`src/rtl/wb_regfile.sv`:
```
// wb_regfile: write-back mux, 32-entry register file with write-through read bypass, and commit counter
//   clk, rst                   rising-edge clock, asynchronous active-high reset
//   wb_dm_out, wb_dm_alu_out   load data / ALU result from the DM/WB buffer
//   wb_dm_rd_out_addr          destination register
//   wb_dm_w_enable             commit write-back this cycle
//   wb_dm_wb_mux_ctrl          1 = load data, 0 = ALU result
//   rs1_addr, rs2_addr         decode read addresses
//   rs1_data, rs2_data         combinational read data (x0 = 0, bypass of same-cycle write)
//   wb_data                    selected write-back value for EX forwarding
//   wb_commit_cnt              count of committed write-backs, wraps
module wb_regfile #(
    parameter int DATA_W = 32,
    parameter int ADDR_W = 5,
    parameter int CNT_W  = 32
) (
    input  logic              clk,
    input  logic              rst,
    input  logic [DATA_W-1:0] wb_dm_out,
    input  logic [DATA_W-1:0] wb_dm_alu_out,
    input  logic [ADDR_W-1:0] wb_dm_rd_out_addr,
    input  logic              wb_dm_w_enable,
    input  logic              wb_dm_wb_mux_ctrl,
    input  logic [ADDR_W-1:0] rs1_addr,
    input  logic [ADDR_W-1:0] rs2_addr,
    output logic [DATA_W-1:0] rs1_data,
    output logic [DATA_W-1:0] rs2_data,
    output logic [DATA_W-1:0] wb_data,
    output logic [CNT_W-1:0]  wb_commit_cnt
);
    logic [DATA_W-1:0] r_regs [0:2**ADDR_W-1];
    logic [CNT_W-1:0]  r_cnt;
    always_comb begin
        wb_data  = wb_dm_wb_mux_ctrl ? wb_dm_out : wb_dm_alu_out;
        rs1_data = (rs1_addr == '0) ? '0 :
                   (wb_dm_w_enable && wb_dm_rd_out_addr == rs1_addr) ? wb_data : r_regs[rs1_addr];
        rs2_data = (rs2_addr == '0) ? '0 :
                   (wb_dm_w_enable && wb_dm_rd_out_addr == rs2_addr) ? wb_data : r_regs[rs2_addr];
    end
    always_ff @(posedge clk or posedge rst) begin
        if (rst) begin
            for (int i = 0; i < 2**ADDR_W; i++) r_regs[i] <= '0;
            r_cnt <= '0;
        end else if (wb_dm_w_enable) begin
            if (wb_dm_rd_out_addr != '0) r_regs[wb_dm_rd_out_addr] <= wb_data;
            r_cnt <= r_cnt + 1'b1;
        end
    end
    assign wb_commit_cnt = r_cnt;
endmodule

```
`config.mk`:
```
export PLATFORM = sky130hd
export DESIGN_NAME = wb_regfile
export DESIGN_NICKNAME = d
export VERILOG_FILES = /design/src/rtl/wb_regfile.sv
export SDC_FILE = /design/constraint.sdc
export NUM_CORES = 2
export LEC_CHECK = 0
export BUFFER_PORTS_ARGS = -buffer_cell sky130_fd_sc_hd__buf_2
export CORE_UTILIZATION = 38
export DETAILED_ROUTE_END_ITERATION = 16
export GPL_TIMING_DRIVEN = 0
export HOLD_SLACK_MARGIN = 0.03
export PLACE_DENSITY_LB_ADDON = 0.1
export SETUP_SLACK_MARGIN = 0.1
export SKIP_CTS_REPAIR_TIMING = 1
export SYNTH_ARGS = -nofsm -noshare
export SYNTH_HDL_FRONTEND = slang
export SYNTH_SLANG_ARGS = --single-unit
```
`constraint.sdc`:
```
create_clock -name clk -period 56.1 [get_ports clk]
set_input_delay 8.415 -clock clk [delete_from_list [all_inputs] [get_ports clk]]
set_output_delay 8.415 -clock clk [all_outputs]
set_load 0.05 [all_outputs]
```
==> impl_metrics.toml <==
[finish]
layoutNonFillerInstCount = 7376
drive_gt1_share_pct = 20.59
nets = 5457
areaGrowthSynthToFinish_pct = 14.85

[power]
leakagePower_nw = 26.75
seq_power_share_pct = 41.3
p_sw_share_pct = 34.80
vdd_drop_max_uv = 30.11
power_frac_comb_pct = 25.1
power.switching_uw = 899.8
power.density_nw_per_um2 = 41.14
clockPowerShare_pct = 33.6
internal-power_mw = 1.686

[cts]
htreeDepth = 4
clk_pin_slew_ns = 0.06
cts_tree = "built"
cts_buffers = 131
clk_latency_ns = 0.79
numClockSinks = 1056
root_buffer = "clkbuf_16"
clk_path_buf_depth = 3

[worst_setup_path]
r2r-end = "wb_commit_cnt[30]"
rr_worst_depth = 6
critPathKind = "input port to primary output"
endpoint_kind = "primary output"
regToRegStartpoint = "wb_commit_cnt[0]"
crit_required_ns = 47.69
worstPathArrival_ns = 13.68
crit_path_max_fanout = 10
crit_path_start = "rs2_addr[4]"
reg2reg_setup_slack_ns = 54.08
startpoint_type = "input port"

[drt]
drcViolationCount = 0
dr.pass1.iters = 8
num_vias = 49160
drt-total-wl_mm = 321.7
drt_iter0_markers = 7965
ant_nets = 0
detail_route.wl_per_cell_um = 43.62
vias_per_cell = 6.665

[timing]
tightest_slew_ns = 1.700
fin_tns_setup_ns = 0
max_clock_freq_ghz = 0.04525
slew_headroom_pct = -13.36
rsz0062_at_grt = "false"
setup_viol = 0
min_period_ns = 22.10
maxSlewViolCount = 80
fin_skew_ns = 0.01031
hold_violations = 0
post-route-period-util_pct = 39.39

[yosys]
post-synth-top-area-cell = "dfrtp_1"
synthFlopType = "dfrtp_1"
ys_seq_elements = 1056
syn_area_per_cell_sq_um = 10.89
synth_common_cells = "dfrtp_1 (1056), nor2_1 (594), a21oi_1 (550), nand2_1 (531), o21ai_0 (510)"
netlist-cell-type-count = 64
yosys_warnings = 0
synth_top_area_share_pct = 48.29
synth_area_sq_um = 54720
ys_top_cells_by_area = "dfrtp_1 (48%), mux4_2 (18%), a21oi_1 (5.0%)"
synth_edf_count = 0
seq_area_frac_synth_pct = 48.29
yosys.cell_count.top_type = "dfrtp_1"
syn-num-nets = 5107
synthCells = 5023
async_flop_share_pct = 100.0

[die]
die_x_um = 381.5
dieArea_sq_um = 145500
fp.dieH_um = 381.5
start_util_pct = 38.46
core_sq_um = 142300
core.rowCount = 138
io_pins = 211

[placed_design]
port-buffer-count = 197
gp_congestion = 1.043
dp_hpwl_mm = 233.9
dp.cells = 7130

[run_status]
violations = "capacitance limit, slew limit"
outcome = "complete, but fails checks"

[global_routing]
antenna_found_initial = 26
grt_pass1_wl_mm = 424.5
overflow = 0
grt_pass1_vias = 45920
grt_start_max_net_pins = 125
grt.total_usage_pct = 43.86

[hold_path]
hold_path_class = "register to register"
holdCritStartpoint = "wb_commit_cnt[31]"
worstHoldEndpoint = "wb_commit_cnt[31]"
whs_path_depth = 1

[run]
drv_cap = 9
==> worst max path at each step <==
stage	end	slack, ns	depth (start not counted)
6_report	rs2_data[25]	34.00	10
3_5_place_dp	rs2_data[25]	34.64	10
5_1_grt	rs2_data[25]	34.33	10
3_3_place_gp	r_regs[160]	3.82	2
4_1_cts	rs2_data[25]	34.64	10
2_1_floorplan	r_regs[0]	17.96	1
==> worst max-delay path: stages <==
cell and delay (ns):
buf_2 0.18, buf_2 0.30, buf_2 0.43, nand2_1 0.90, buf_2 0.70, o22ai_1 0.25, nor4_1 0.86, a211oi_1 0.10
a211oi_1 1.04, buf_2 0.44
==> layer usage <==
metal	wire length, um	part of all wire (%)	vias to the layer above	GRT usage (%)
met5	378	0.12	-	0
li1	-	-	18950	-
met3	43280	13	885	17.53
met4	26160	8.1	26	29.71
met1	122700	38	25600	57.44
met2	129200	40	3702	59.14
==> cell type report <==
type                       count  area [sq um]
timing repair buffer         217          1396
antenna                       16         40.04
fill                       13750         79430
inverter                      37         146.4
multi-input combinational   3399         25700
tap                         1890          2365
clock buffer                 194          3931
clock inverter                36         330.3
sequential                  1056         26430
buffer                       531          2506
==> kinds of logic (layout without fill, tap and decap cells) <==
| logic type | after synthesis | count (layout) | share of synthesized area, % |
|---|---|---|---|
| XOR/XNOR | 41 | 41 | 0.6562 |
| buffers and inverters | 568 | 1015 | 4.813 |
| flip-flops | 1056 | 1056 | 48.29 |
| multiplexers | 673 | 673 | 22.70 |
| adder cells (fa/ha/maj) | 1 | 1 | 0.02286 |
| AND/OR/NAND/NOR | 1330 | 1330 | 10.03 |
| other | 0 | 16 | 0 |
| AO/OA/AOI/OAI | 1354 | 1354 | 13.48 |
==> power by group through the flow <==
stage	logic, mW	registers [mW]	clock network [mW]
2_1_floorplan	0.413	1.03	0
3_3_place_gp	0.609	1.07	0
3_5_place_dp	0.622	1.07	0
4_1_cts	0.623	1.06	0.868
5_1_grt	0.674	1.08	0.896
6_report	0.649	1.07	0.868
==> through the flow <==
stage	worst slack (ns)	power, mW	utilization, %	hold WS (ns)	cell area, sq um
global route	34.33	2.654	44.14	0.4953	62810
finish	34.00	2.585	44.17	0.4615	62850
CTS	34.64	2.549	44.14	0.4724	62800
floorplan	17.96	1.441	-	0.4413	54720
detailed placement	34.64	1.692	41.14	0.4648	58540
global placement	3.818	1.677	40.81	0.4540	58070
==> sequential cells by signal (all words and copies together) (netlist names) <==
| signal | count |
|---|---|
| wb_commit_cnt | 32 |
| r_regs | 1024 |
==> layout by cell type, fill, tap and decap left out, drive strengths merged, types with 7 or more instances in the layout <==
cell type  count
and2           7
nor3          51
nor2b         19
clkinv        28
mux2          53
a31oi          7
diode         16
a211oi        39
a22oi         12
mux2i        171
inv           39
nor2         599
xor2          11
nand3         30
a22o          10
a21oi        550
a221oi        13
buf          390
o21ai        524
nand2        532
o22ai        149
and3           8
nand2b         9
clkbuf       552
xnor2         30
o21a           8
nor3b          7
mux4         449
nand3b         9
nor4          32
dfrtp       1056
a221o         16
No activity file was read; power rests on OpenSTA's default activity.
